`src/rtl/temp_bcd_formatter.sv`:
```
// temp_bcd_formatter
//   Converts a raw ADT7420 temperature word into a signed decimal display
//   word for the seven-segment driver. Integer degrees are converted with a
//   sequential double-dabble (one shift per clock, nine shifts). The result
//   appears ten clocks after the accepting edge.
//   Optional build macro TEMP_FRAC_EN: when defined, a tenths digit is
//   produced and the decimal point after the ones digit is enabled. When it
//   is undefined the tenths logic is not built.
module temp_bcd_formatter #(
    parameter bit TEMP_RES16 = 1'b1
) (
    input  logic        clk,
    input  logic        rst,
    input  logic        in_valid,
    input  logic [15:0] raw_temp,
    output logic        busy,
    output logic        out_valid,
    output logic [19:0] disp_data,
    output logic [4:0]  dp_mask,
    output logic        neg
);

    typedef enum logic [1:0] {
        S_IDLE,
        S_CONV,
        S_DONE
    } state_t;

    state_t      state_q, state_d;
    logic [3:0]  cnt_q, cnt_d;
    logic [8:0]  bin_q, bin_d;
    logic [11:0] bcd_q, bcd_d;
    logic        sign_q, sign_d;
    logic        out_valid_q, out_valid_d;
    logic [19:0] disp_q, disp_d;
    logic [4:0]  dp_q, dp_d;
    logic        neg_q, neg_d;

    logic [15:0] norm;
    logic [15:0] mag;
    logic [11:0] bcd_adj;
    logic [15:0] low_digits;
    logic [4:0]  dp_value;

    // Everything is in 1/128 C units. The magnitude fits 16 bits unsigned:
    // negating 0x8000 wraps back to 0x8000, which reads as 32768.
    assign norm = TEMP_RES16 ? raw_temp : {raw_temp[15:3], 3'b000};
    assign mag  = norm[15] ? (~norm + 16'd1) : norm;

    // Add-3 correction of each BCD nibble ahead of the shift
    function automatic logic [11:0] dd_adjust(input logic [11:0] b);
        logic [11:0] r;
        r = b;
        for (int i = 0; i < 3; i++) begin
            if (r[i*4 +: 4] >= 4'd5) begin
                r[i*4 +: 4] = r[i*4 +: 4] + 4'd3;
            end
        end
        return r;
    endfunction

    assign bcd_adj = dd_adjust(bcd_q);

`ifdef TEMP_FRAC_EN
    logic [3:0] tenths_q, tenths_d;
    logic [3:0] tenths_new;

    // Tenths digit: (frac7 * 10) >> 7, truncated, always 0..9
    assign tenths_new = 4'(({4'b0000, mag[6:0]} * 11'd10) >> 7);
    assign low_digits = {bcd_q, tenths_q};
    assign dp_value   = 5'b00010;

    // Tenths digit is held for the whole conversion
    always_ff @(posedge clk) begin
        if (rst) begin
            tenths_q <= 4'd0;
        end else begin
            tenths_q <= tenths_d;
        end
    end

    // Capture the tenths digit only when a reading is accepted
    always_comb begin
        tenths_d = tenths_q;
        if (state_q == S_IDLE && in_valid) begin
            tenths_d = tenths_new;
        end
    end
`else
    logic [6:0] unused_frac;

    assign unused_frac = mag[6:0];
    assign low_digits  = {4'h0, bcd_q};
    assign dp_value    = 5'b00000;
`endif

    // State and result registers
    always_ff @(posedge clk) begin
        if (rst) begin
            state_q     <= S_IDLE;
            cnt_q       <= 4'd0;
            bin_q       <= 9'd0;
            bcd_q       <= 12'd0;
            sign_q      <= 1'b0;
            out_valid_q <= 1'b0;
            disp_q      <= 20'd0;
            dp_q        <= 5'd0;
            neg_q       <= 1'b0;
        end else begin
            state_q     <= state_d;
            cnt_q       <= cnt_d;
            bin_q       <= bin_d;
            bcd_q       <= bcd_d;
            sign_q      <= sign_d;
            out_valid_q <= out_valid_d;
            disp_q      <= disp_d;
            dp_q        <= dp_d;
            neg_q       <= neg_d;
        end
    end

    // Next-state: accept in IDLE, nine double-dabble shifts in CONV, publish in DONE
    always_comb begin
        state_d     = state_q;
        cnt_d       = cnt_q;
        bin_d       = bin_q;
        bcd_d       = bcd_q;
        sign_d      = sign_q;
        out_valid_d = 1'b0;
        disp_d      = disp_q;
        dp_d        = dp_q;
        neg_d       = neg_q;
        case (state_q)
            S_IDLE: begin
                if (in_valid) begin
                    sign_d  = norm[15];
                    bin_d   = mag[15:7];
                    bcd_d   = 12'd0;
                    cnt_d   = 4'd9;
                    state_d = S_CONV;
                end
            end
            S_CONV: begin
                bcd_d = {bcd_adj[10:0], bin_q[8]};
                bin_d = {bin_q[7:0], 1'b0};
                cnt_d = cnt_q - 4'd1;
                if (cnt_q == 4'd1) begin
                    state_d = S_DONE;
                end
            end
            S_DONE: begin
                disp_d      = {(sign_q ? 4'hF : 4'h0), low_digits};
                dp_d        = dp_value;
                neg_d       = sign_q;
                out_valid_d = 1'b1;
                state_d     = S_IDLE;
            end
            default: begin
                state_d = S_IDLE;
            end
        endcase
    end

    assign busy      = (state_q != S_IDLE);
    assign out_valid = out_valid_q;
    assign disp_data = disp_q;
    assign dp_mask   = dp_q;
    assign neg       = neg_q;

endmodule

```
`config.mk`:
```
export PLATFORM = sky130hd
export DESIGN_NAME = temp_bcd_formatter
export DESIGN_NICKNAME = d
export VERILOG_FILES = /design/src/rtl/temp_bcd_formatter.sv
export SDC_FILE = /design/constraint.sdc
export NUM_CORES = 1
export LEC_CHECK = 0
export ABC_AREA = 1
export BUFFER_PORTS_ARGS = -buffer_cell sky130_fd_sc_hd__buf_2
export CORE_MARGIN = 2
export CORE_UTILIZATION = 49
export DETAILED_ROUTE_END_ITERATION = 8
export PLACE_DENSITY = 0.74
export SYNTH_ARGS = -nofsm -noshare
export SYNTH_HDL_FRONTEND = slang
export SYNTH_SLANG_ARGS = --single-unit
```
`constraint.sdc`:
```
create_clock -name clk -period 1.3 [get_ports clk]
set_input_delay 0.195 -clock clk [delete_from_list [all_inputs] [get_ports clk]]
set_output_delay 0.195 -clock clk [all_outputs]
set_load 0.02 [all_outputs]
```
-- Word level (Yosys, flattened, before mapping)
Cells that the tools add are included.
- word-level logic and storage cells: 43
- output and inout port bits: 28
- flip-flop bits (word level): 46
- input port bits: 19
- muxes and demuxes: 15
- reduce and logical (&&, ||, !) cells: 6
- equal/unequal tests: 5
- order comparisons: 3
- add/subtract/negate cells: 5
- bitwise logic cells: 1
- operators by type and width (operator ; count):
    12-bit one-hot mux with 2 select lines ; 1
    9-bit one-hot mux with 2 select lines ; 1
    16-bit by 1-bit adder with 16-bit output (second input constant) ; 1
    16-bit 2-to-1 mux ; 1
    4-bit 2-to-1 mux ; 4
    16-bit NOT ; 1
    4-bit by 3-bit greater-or-equal comparator with 1-bit output (second input constant) ; 3
    12-bit 2-to-1 mux ; 1
    9-bit 2-to-1 mux ; 1
    4-bit by 2-bit adder with 4-bit output (second input constant) ; 2
    4-bit one-hot mux with 2 select lines ; 1
    2-bit AND reduction ; 3
    4-bit by 1-bit == test with 1-bit output (second input constant) ; 1
    2-bit 2-to-1 mux ; 2
    2-bit != test (second input constant) ; 2
    2-bit one-hot mux with 2 select lines ; 1
    2-bit nonzero test ; 2
    4-bit by 1-bit subtractor with 4-bit output (second input constant) ; 1
    3-bit by 2-bit adder with 3-bit output (second input constant) ; 1
    3-bit 2-to-1 mux ; 1
    2-bit by 1-bit == test with 1-bit output (second input constant) ; 1
    2-bit == test (second input constant) ; 1
    2-bit zero test ; 1
    1-bit 2-to-1 mux ; 1

-- Longest topological paths before layout
Gate-level depths: netlist of the first run.
- depth after elaboration: 5
- mapped depth: 8
- depth with buffers taken out: 8

-- Worst setup path before layout of the first run
No wires, ideal clock.
- path kind: flip-flop to flip-flop
- from: reg bcd_q[4]
- to: reg bcd_q[6]
- library setup time: 0.132 ns
- period minus slack after synthesis: 1.374 ns
- data arrival time: 1.242 ns
- data required time: 1.168 ns
- path slack: -0.074 ns
- stages on the path, launching flop included: 8
- cell sequence: dfxtp_1 inv_1 ha_1 or2_2 nand3_1 a21oi_1 o21ai_0 a21oi_1
- word-level cells in the longest chain between the ends: 3
- elaborated cells between the ends (all ways): 4
- classes of those cells: add/sub: 1; order compare: 1; mux: 2
- ends and longest elaborated chain (element ; line ; text):
    start, declared ; 32 ; logic [11:0] bcd_q, bcd_d;
    start signal, assigned ; 103 ; bcd_q <= 12'd0;
    start signal, assigned ; 113 ; bcd_q <= bcd_d;
    4-bit by 2-bit adder with 4-bit output or 4-bit by 3-bit greater-or-equal comparator with 1-bit output (tied branches) ; 56, 55 ;
    4-bit 2-to-1 mux (*) ; 55 ; if (r[i*4 +: 4] >= 4'd5) begin
    12-bit one-hot mux with 2 select lines (*) ; 133 ; case (state_q)
Mark *: on every way between the ends. The rest lies on a longest branch, timed or not.
A chain may end at the register's enable or synchronous reset.

-- Worst setup path after layout of the first run
- from: reg bcd_q[9]
- to: reg bcd_q[10]
- word-level cells in the longest chain between the ends: 3
- elaborated cells between the ends (all ways): 4
- classes of those cells: add/sub: 1; order compare: 1; mux: 2
- ends and longest elaborated chain (element ; line):
    4-bit by 3-bit greater-or-equal comparator with 1-bit output or 3-bit by 2-bit adder with 3-bit output (tied branches) ; 55, 56
    3-bit 2-to-1 mux (*) ; 55
    12-bit one-hot mux with 2 select lines (*) ; 133
Marks and branches as above.

==> results of run 1 <==
==> per-stage QoR <==
stage | area [sq um] | power, mW | worst slack (ns) | util (%) | setup TNS (ns)
2_1_floorplan | 2260 | 1.73 | 0.00492 | - | 0
3_3_place_gp | 2520 | 1.83 | 0.0163 | 57.8 | 0
3_5_place_dp | 2520 | 1.84 | -0.0117 | 57.8 | -0.0223
4_1_cts | 2640 | 2.88 | 0.00629 | 60.6 | 0
5_1_grt | 2750 | 3.00 | -0.0395 | 63.2 | -0.265
6_report | 2750 | 2.89 | 0.0529 | 63.2 | 0
==> synthesized netlist by cell type, drive strengths merged <==
| master | instances | area, sq um |
|---|---|---|
| a21oi | 36 | 180 |
| a22oi | 9 | 67.6 |
| a311oi | 1 | 8.76 |
| a31oi | 1 | 6.26 |
| buf | 22 | 156 |
| clkbuf | 2 | 7.51 |
| conb | 1 | 3.75 |
| dfxtp | 42 | 841 |
| ha | 8 | 100 |
| inv | 36 | 138 |
| nand2 | 52 | 195 |
| nand3 | 31 | 168 |
| nand4 | 3 | 18.8 |
| nor2 | 25 | 111 |
| nor3 | 2 | 10.0 |
| nor3b | 1 | 7.51 |
| o21ai | 28 | 144 |
| o32ai | 1 | 8.76 |
| or2 | 3 | 18.8 |
| xor2 | 2 | 17.5 |
==> worst min-delay path by stage <==
| stage | from | cells past startpoint | slack [ns] | end |
|---|---|---|---|---|
| global route | rst | 2 | 0.20 | state_q[0]$_SDFFE_PP0P_ |
| finish | rst | 2 | 0.19 | state_q[0]$_SDFFE_PP0P_ |
| detailed placement | bin_q[0]$_SDFFE_PP0P_ | 2 | 0.46 | bin_q[0]$_SDFFE_PP0P_ |
| global placement | bcd_q[11]$_SDFFE_PP0P_ | 2 | 0.45 | bcd_q[11]$_SDFFE_PP0P_ |
| floorplan | raw_temp[14] | 3 | 0.38 | bin_q[8]$_SDFFE_PP0P_ |
| CTS | rst | 2 | 0.19 | state_q[0]$_SDFFE_PP0P_ |
==> power by group through the flow <==
| stage | sequential [mW] | combinational, mW | clock [mW] |
|---|---|---|---|
| global route | 1.38 | 0.524 | 1.10 |
| floorplan | 1.41 | 0.325 | 0 |
| CTS | 1.37 | 0.446 | 1.06 |
| finish | 1.37 | 0.466 | 1.05 |
| global placement | 1.40 | 0.435 | 0 |
| detailed placement | 1.40 | 0.443 | 0 |
==> cells in the final DEF, fill, tap and decap left out <==
cell type  count
nand2_2        3
nor3_1         2
nor2_1        21
nand3_4        4
bufinv_16      1
nor3b_1        1
o21ai_0       22
xor2_1         2
buf_4         18
buf_2         37
a21oi_1       34
a22oi_1        8
nand2_1       48
o21ai_1        5
or2_4          3
buf_12         2
dfxtp_2        9
nand4_1        3
o21ai_2        1
inv_1         28
inv_4          2
nor2_4         3
a31oi_1        1
ha_2           4
dfxtp_1       33
a22oi_2        1
conb_1         9
a311oi_1       1
ha_1           2
nor2_2         1
ha_4           2
buf_6          1
nand2_4        1
clkbuf_8       6
a21oi_2        2
nand3_1       27
o32ai_1        1
inv_2          6
==> worst max-delay path, delay by kind of cell, from the launching register on <==
| family | cells | cell delay (ns) |
|---|---|---|
| compound gates | 3 | 0.37 |
| flops | 1 | 0.34 |
| buf+inv | 2 | 0.17 |
| simple gates | 2 | 0.16 |
| fa+ha+maj | 1 | 0.15 |
==> state kept, by name (all words and copies together) (netlist names) <==
name / cells
bin_q: 9
sign_q: 1
cnt_q: 4
disp_data: 13
state_q: 2
bcd_q: 12
out_valid: 1
==> kinds of logic (layout without fill, tap and decap cells) <==
| group | count (synthesis) | after routing | share of synthesized area, % |
|---|---|---|---|
| adders and majority gates | 8 | 8 | 4.53 |
| AOI/OAI and AO/OA | 76 | 76 | 18.8 |
| and+or+nand+nor | 117 | 117 | 24.0 |
| other | 1 | 9 | 0.170 |
| xor gates and xnor gates | 2 | 2 | 0.793 |
| DFF | 42 | 42 | 38.1 |
| buffers and inverters | 60 | 101 | 13.7 |
==> layer usage <==
| layer | up-vias | share of wire [%] |
|---|---|---|
| li1 | 1089 | - |
| met1 | 972 | 46 |
| met2 | 40 | 49 |
| met3 | 10 | 3.6 |
| met4 | 0 | 1.5 |
| met5 | - | 0 |
==> layout make-up <==
cell class / count / area, sq um / area share, %
Multi-Input combinational cell: 212 / 1210 / 44.0
Clock buffer: 6 / 82.6 / 3.00
Tap cell: 52 / 65.1 / 2.36
Inverter: 36 / 140 / 5.09
Clock inverter: 1 / 30.0 / 1.09
Timing Repair Buffer: 58 / 372 / 13.5
Sequential cell: 42 / 852 / 31.0
==> timing repair <==
item	4_1_cts	5_1_grt
pin swaps	0	14
endpoints found under the setup margin	6	19
gates resized for setup	3	36
buffers inserted	0	1
==> impl_results.md, run 1 <==
- Grt peak-use layer: met2
- CP required: 1.53 ns
- DRC: 0
- Psw: 754 uW
- Critical Path Sink: bcd_q[10]$_SDFFE_PP0P_
- Share of cells above drive strength 1: 30.1%
- Fmax: 802 MHz
- Register-to-Register Path Depth: 8
- Die Ht: between 70 and 80 microns
- Leak pwr: around 1.2 nW
- Later-pin clock latency in the skew report: 0.30 ns
- DP Wirelength: 3350 microns
- Seq/Total Area, Yosys: a little under two fifths
- GR met3 Demand/Resource: 3.42%
- Pwr dens: 1050 mW/mm^2
- Clock Sinks: 42
- Hold slack: around 0.19 ns
- RR Endpoint: bcd_q[10]$_SDFFE_PP0P_
- # fillers: 419
- Total Wirelength: 4730 microns
- ANT nets after route: 0
- Clk_skew: 0.00863 ns
- Clock group share of total power: 36.3%
- CTS tree: built
- CP max stage delay: 0.34 ns
- Finished Layout Cells: 407
- ANT cells: 0
- Hold bufs inserted after CTS: 0
- Total track usage: 19.4%
- Worst hold path class: in -> reg
- IO Pins: 47
- Sw frac: 26.1%
- H-tree depth: 2
- Crit. Startpoint: bcd_q[9]$_SDFFE_PP0P_
- Worst r2r src: bcd_q[9]$_SDFFE_PP0P_
- Synthesis-to-layout area growth: 24.6%
- #FFs+latches synth: between 40 and 50
- CTS root buf: clkbuf_8
- Syn_area_per_cell: 7.22 sq um
- Initial antenna violation count: 0
- Met1 Resource Use GR: 25.4%
- Inst Count DP: 399
- Met2 usage: 32.9%
- Status: complete, no violations
- Final Cycle Share: 95.9%
- Worst Path Arrival: 1.47 ns
- DRT Pass-1 Iters: 4
- Netlist cell types: 30
- Crit-path max FO: 3
- Startpoint types: register
- Vias per inst: 5.19
- Clock Path Buffers: 2
- VDD IR max: 0.000845 V
- Critical path type: reg -> reg
- Port Buffer Count: 37
- Cts bufs inserted: 5
- Core area: 0.00435 sq mm
- Final setup viols: 0
- CP max-delay cell: dfxtp_2
- Initial Util: about half
- P_int: 2.13 mW
- RePlAce Congestion: about 0.91
- DRT iter0 DRCs: 139
- Logic pwr share: 16.1%
- Sequential share of power: 47.5%
- Worst Setup End Kind: register
- Syn Inst Count: 306
- Tmin final: 1.25 ns
- Row cnt: 24
- Hold Violations, Final: 0
- Setup slack, reg-to-reg: 0.05 ns
- YS warnings: 0
- Die width: 71.1 microns
- Number of global-route vias before repair: 1856
- GRT overflow: 0
- Max-slew violation total from the final report: 0
- Clock transition at the registers of the reported paths: 0.08 ns
- Routed WL per cell: 11.6 microns
- Routed vias: between 2000 and 2500
- Maxcap violations: 0
- RSZ-0062 raised after global routing: yes
- First-pass GRT wire length: 8020 microns
- Fin nets: 382
- Worst path cell trace: inv_2 -> buf_4 -> ha_4 -> nand2_2 -> nand3_4 -> a21oi_2 -> o21ai_1 -> a21oi_1
- Total Die Area: 0.00506 sq mm
- Post-synthesis cell area: 0.00221 sq mm
- Largest net degree at the start of global routing: 27
Power figures use the tool's default switching activity.
==> run 2: changes to the inputs <==
CORE_ASPECT_RATIO = 0.9   (was unset)
CORE_UTILIZATION = 40   (was 49)
PLACE_DENSITY = 0.62   (was 0.74)
==> run 2 against run 1 <==
Net effect:
- utilization decreased by 10 points
- sequential share of layout area decreased by 0.41 points
- final area increased by 1.5%
- power decreased by 5.6%
- wire length increased by 5.3%
- fmax decreased by 0.16%
- combinational power increased by 2%
- largest cell class unchanged
- highest routed layer unchanged
==> impl_results.md, run 2 (synthesis results as in run 1) <==
- ANT nets after route: 0
- Max reg flops: 13
- Maxcap violations: 0
- Clock Sinks: between 40 and 50
- Fmax: 801 MHz
- Vias per inst: 4.95
- Max-slew violation total from the final report: 0
- Worst Setup End Kind: register
- Later-pin clock latency in the skew report: around 0.3 ns
- # fillers: 518
- P_int: 1.95 mW
- RSZ-0062 raised after global routing: yes
- Setup ws final: 0.0509 ns
- Initial Util: 41.8%
- Status: complete, no violations
- Fin Setup TNS: 0 ns
- Crit-path max FO: 4
- DRT Pass-1 Iters: 4
- Fin nets: 383
- Die Ht: 74.5 microns
- CP required: between 1 and 1.5 ns
- Row cnt: 25
- IO Pins: 47
- Port Buffer Count: 37
- Synthesis-to-layout area growth: 26.5%
- RePlAce Congestion: 0.826
- Total Wirelength: 4980 microns
- VDD IR max: 0.000522 V
- Leak pwr: approximately 1.3 nW
- CTS root buf: clkbuf_8
- Core area: 0.00529 sq mm
- First-pass GRT wire length: 8200 microns
- Logic pwr share: 17.5%
- Number of global-route vias before repair: 1842
- DRC: 0
- Inst Count DP: 414
- ANT cells: 0
- Share of cells above drive strength 1: between 30% and 40%
- Clock transition at the registers of the reported paths: ~0.07 ns
- Clock Path Buffers: 2
- CP max-delay cell: dfxtp_2
- Worst path cell trace: inv_1 -> ha_2 -> or2_4 -> nand3_4 -> a21oi_2 -> o21ai_1 -> a21oi_1
- CTS tree: built
- Largest net degree at the start of global routing: 27
- Startpoint types: register
- Die width: ~82 microns
- Clk_skew: roughly 0.0056 ns
- Setup WS pre-CTS: -0.0432 ns
- CP max stage delay: 0.33 ns
- WP buf/inv: 1
- Sequential share of power: 50.5%
- Routed WL per cell: 11.7 microns
- Psw: 774 uW
- Routed vias: 2097
- Critical path's top delay family: simple AND/OR/NAND/NOR gates
- Clock group share of total power: roughly a third
- Commonest non-fill, non-tap cell in the layout: nand2_1
- H-tree depth: 2
- Initial antenna violation count: 0
- DP Wirelength: roughly 3600 microns
- Total track usage: 17.3%
- DRT iter0 DRCs: 119
- Most frequent cells in the layout: 49 x nand2_1, 37 x buf_2, 33 x a21oi_1, 32 x dfxtp_1, 29 x inv_1
- Finished Layout Cells: 424
- Cts bufs inserted: 5
- GRT overflow: 0
- Worst Path Arrival: 1.42 ns
- Hold Violations, Final: 0
- Sw frac: 28.4%
- Worst hold path class: in -> reg
- Final setup viols: 0
- Tmin final: between 1 and 1.5 ns
- Final Cycle Share: a little over nine tenths
- Pwr dens: between 900 and 1000 mW/mm^2
- Critical path type: reg -> reg
- Total Die Area: 0.00613 sq mm
[run 2: cell types whose count changed in the layout (fill, tap and decap cells not counted), moves of 2 or more]
cell / before / now
nand3_1: 27 / 25
nand2_4: 1 / 3
nand2_2: 3 / 0
nand3_2: 0 / 2
[run 2: timing repair]
item | CTS | global route
endpoints found under the setup margin | 6 | 12
cloned | 0 | 0
resized for setup | 8 | 38
setup buffers | 0 | 2
hold buffers | 0 | 0
pin swaps | 1 | 17
[run 2: power by group through the flow]
stage / combinational (mW) / clock, mW / sequential (mW)
floorplan: 0.325 / 0 / 1.41
global placement: 0.450 / 0 / 1.40
finish: 0.476 / 0.874 / 1.38
CTS: 0.456 / 0.886 / 1.37
global route: 0.535 / 0.941 / 1.38
detailed placement: 0.453 / 0 / 1.40
[run 2: stage by stage]
step                area [sq um]  hold WS (ns)  power [mW]  util [%]
floorplan                   2260         0.378        1.73         -
global placement            2540         0.448        1.85      48.0
detailed placement          2540         0.462        1.85      48.0
CTS                         2640         0.190        2.71      50.0
global route                2790         0.209        2.86      52.9
finish                      2790         0.189        2.72      52.9
[run 2: path summary, 6_finish.rpt]
check | from | end | slack [ns] | cells after the start
min reg2reg | bcd_q[11]$_SDFFE_PP0P_ | bcd_q[11]$_SDFFE_PP0P_ | 0.47 | 2
max | bcd_q[0]$_SDFFE_PP0P_ | bcd_q[2]$_SDFFE_PP0P_ | 0.05 | 7
max reg2reg | bcd_q[0]$_SDFFE_PP0P_ | bcd_q[2]$_SDFFE_PP0P_ | 0.05 | 7
min | raw_temp[10] | bin_q[3]$_SDFFE_PP0P_ | 0.19 | 4
[run 2: area by class of cell]
| cell class | instances | area [sq um] | area share (%) |
|---|---|---|---|
| well taps | 67 | 83.8 | 3.00 |
| inverters | 36 | 140 | 5.02 |
| clock inverters | 1 | 5.00 | 0.179 |
| flip-flops and latches | 42 | 853 | 30.5 |
| repair buffers | 59 | 383 | 13.7 |
| clock buffers | 7 | 86.3 | 3.09 |
| multi-input cells | 212 | 1240 | 44.5 |
[run 2: routing by layer]
metal | global-route usage, % | share of wire (%)
met5 | 0 | 0
met4 | 5.56 | 1.3
met3 | 3.64 | 3.9
met2 | 27.7 | 46
met1 | 23.4 | 49
[run 2: worst register-to-register path, stage by stage (launching register included)]
cell and delay, ns:
dfxtp_2 0.33, inv_1 0.06, ha_2 0.19, or2_4 0.25, nand3_4 0.10, a21oi_2 0.06, o21ai_1 0.07, a21oi_1 0.08
==> run 3: changes to the inputs <==
CORE_UTILIZATION = 49   (was 40)
PLACE_DENSITY = 0.74   (was 0.62)
==> run 3 against run 2 <==
Net effect:
- worst setup slack worse by 0.0097 ns
- final area is 0.76% higher
- power hardly changed
- die area is 17% lower
- global-route usage is 3.6 points higher
- combinational power is 1% higher
- fmax is 0.77% lower
- critical path type unchanged
- critical endpoint is now bcd_q[10]$_SDFFE_PP0P_
- largest cell class unchanged
- highest routed layer unchanged
==> impl_results.md, run 3 (synthesis results as in run 1) <==
- GRT overflow: 0
- Fin nets: 386
- Leak pwr: 1.29 nW
- Most frequent cells in the layout: 48 x nand2_1, 37 x buf_2, 33 x a21oi_1, 32 x dfxtp_1, 29 x inv_1
- Final setup viols: 0
- P_int: between 1.5 and 2 mW
- Status: complete, no violations
- Vias per inst: 5.05
- CTS root buf: clkbuf_8
- Routed vias: 2133
- H-tree depth: 2
- DRT iter0 DRCs: 87
- Die width: 74.8 microns
- GR met3 Demand/Resource: approximately 4.6%
- Clk_skew: between 0.01 and 0.015 ns
- Hold slack: 0.189 ns
- Clock transition at the registers of the reported paths: 0.08 ns
- Pwr dens: 969 mW/mm^2
- Startpoint types: register
- Met2 usage: 35.3%
- Final Cycle Share: a little over nine tenths
- Maxcap violations: 0
- Tmin final: 1.26 ns
- ANT cells: 0
- Setup slack, reg-to-reg: 0.04 ns
- Hold bufs inserted after CTS: 0
- Worst hold path class: in -> reg
- Worst r2r src: state_q[0]$_SDFFE_PP0P_
- DRC: 0
- Critical path type: reg -> reg
- Total Wirelength: 5040 microns
- Commonest non-fill, non-tap cell in the layout: nand2_1
- Clock Sinks: 42
- VDD IR max: between 0.0006 and 0.0007 V
- Sequential share of power: 50.4%
- DRT Pass-1 Iters: 5
- Crit. Startpoint: state_q[0]$_SDFFE_PP0P_
- Initial antenna violation count: 0
- CP required: about 1.5 ns
- Met1 Resource Use GR: 25.5%
- Largest net degree at the start of global routing: 27
- Initial Util: 50.2%
- Reg area: around 850 sq um
- Hold path startpoint: raw_temp[10]
- Die Ht: 67.7 microns
- Synthesis-to-layout area growth: 27.5%
- Area of the multi-input gates: 0.00125 sq mm
- Total track usage: 20.9%
- First-pass GRT wire length: around 8100 microns
- Grt peak-use layer: met2
- Sw frac: 28.2%
- # fillers: 389
- Clock Path Buffers: 2
- Max-slew violation total from the final report: 0
- RePlAce Congestion: 0.820
- Fmax: 794 MHz
- Total Die Area: 0.00506 sq mm
- Number of global-route vias before repair: 1960
- Clock group share of total power: about a third
- Logic pwr share: 17.7%
- CTS tree: built
- Post-route core utilization: between 60% and 70%
- Cts bufs inserted: 5
- IO Pins: 47
- DP Wirelength: around 3500 microns
- Core area: ~0.0044 sq mm
- Routed WL per cell: approximately 12 microns
- Share of cells above drive strength 1: 31.4%
- Psw: 770 uW
- RSZ-0062 raised after global routing: yes
- Fin Setup TNS: 0 ns
- Setup WS pre-CTS: -0.0346 ns
- Port Buffer Count: 37
- Hold Violations, Final: 0
- Worst Setup End Kind: register
- Worst Path Arrival: roughly 1.5 ns
- Row cnt: 23
- Setup ws final: approximately 0.041 ns
- Crit-path max FO: 6
- ANT nets after route: 0
- Max reg flops: 13
- Later-pin clock latency in the skew report: 0.30 ns
run 3: worst paths after layout:
| check | to | depth (start not counted) |
|---|---|---|
| worst min-delay path | bin_q[3]$_SDFFE_PP0P_ | 4 |
| worst min register to register | bin_q[0]$_SDFFE_PP0P_ | 2 |
| worst max register to register | bcd_q[10]$_SDFFE_PP0P_ | 7 |
| worst max-delay path | bcd_q[10]$_SDFFE_PP0P_ | 7 |
run 3: metrics by stage:
| step | power [mW] | instances | area (sq um) |
|---|---|---|---|
| finish | 2.73 | 422 | 2820 |
| global route | 2.86 | 422 | 2820 |
| CTS | 2.72 | 420 | 2660 |
| detailed placement | 1.86 | 411 | 2550 |
| global placement | 1.85 | 411 | 2550 |
| floorplan | 1.73 | 314 | 2260 |
run 3: layer usage:
metal | part of all wire, % | wire (microns)
met1 | 47 | 2350
met2 | 48 | 2420
met3 | 3.7 | 188
met4 | 1.8 | 89
met5 | 0 | 0
run 3: area by class of cell:
cell class,count,share of cell area (%)
Clock inverter,1,0.178
Multi-Input combinational cell,212,44.3
Timing Repair Buffer,62,14.4
Clock buffer,7,3.07
Sequential cell,42,30.3
Inverter,36,4.98
Tap cell,62,2.76
run 3: power by group through the flow:
stage	sequential, mW	combinational [mW]	clock (mW)
finish	1.37	0.482	0.869
global route	1.38	0.539	0.937
CTS	1.37	0.462	0.888
detailed placement	1.40	0.458	0
global placement	1.40	0.450	0
floorplan	1.41	0.325	0
run 3: what timing repair did:
| action | in CTS | in global routing |
|---|---|---|
| endpoints found under the setup margin | 6 | 11 |
| pin swaps | 3 | 20 |
| resized for setup | 7 | 40 |
| buffers inserted | 1 | 2 |
run 3: worst max-delay path: stages, from the launching register on:
cell	delay, ns
dfxtp_2	0.36
inv_4	0.05
nor2_4	0.22
inv_2	0.10
buf_6	0.14
a21oi_2	0.09
o21ai_1	0.08
a21oi_1	0.15
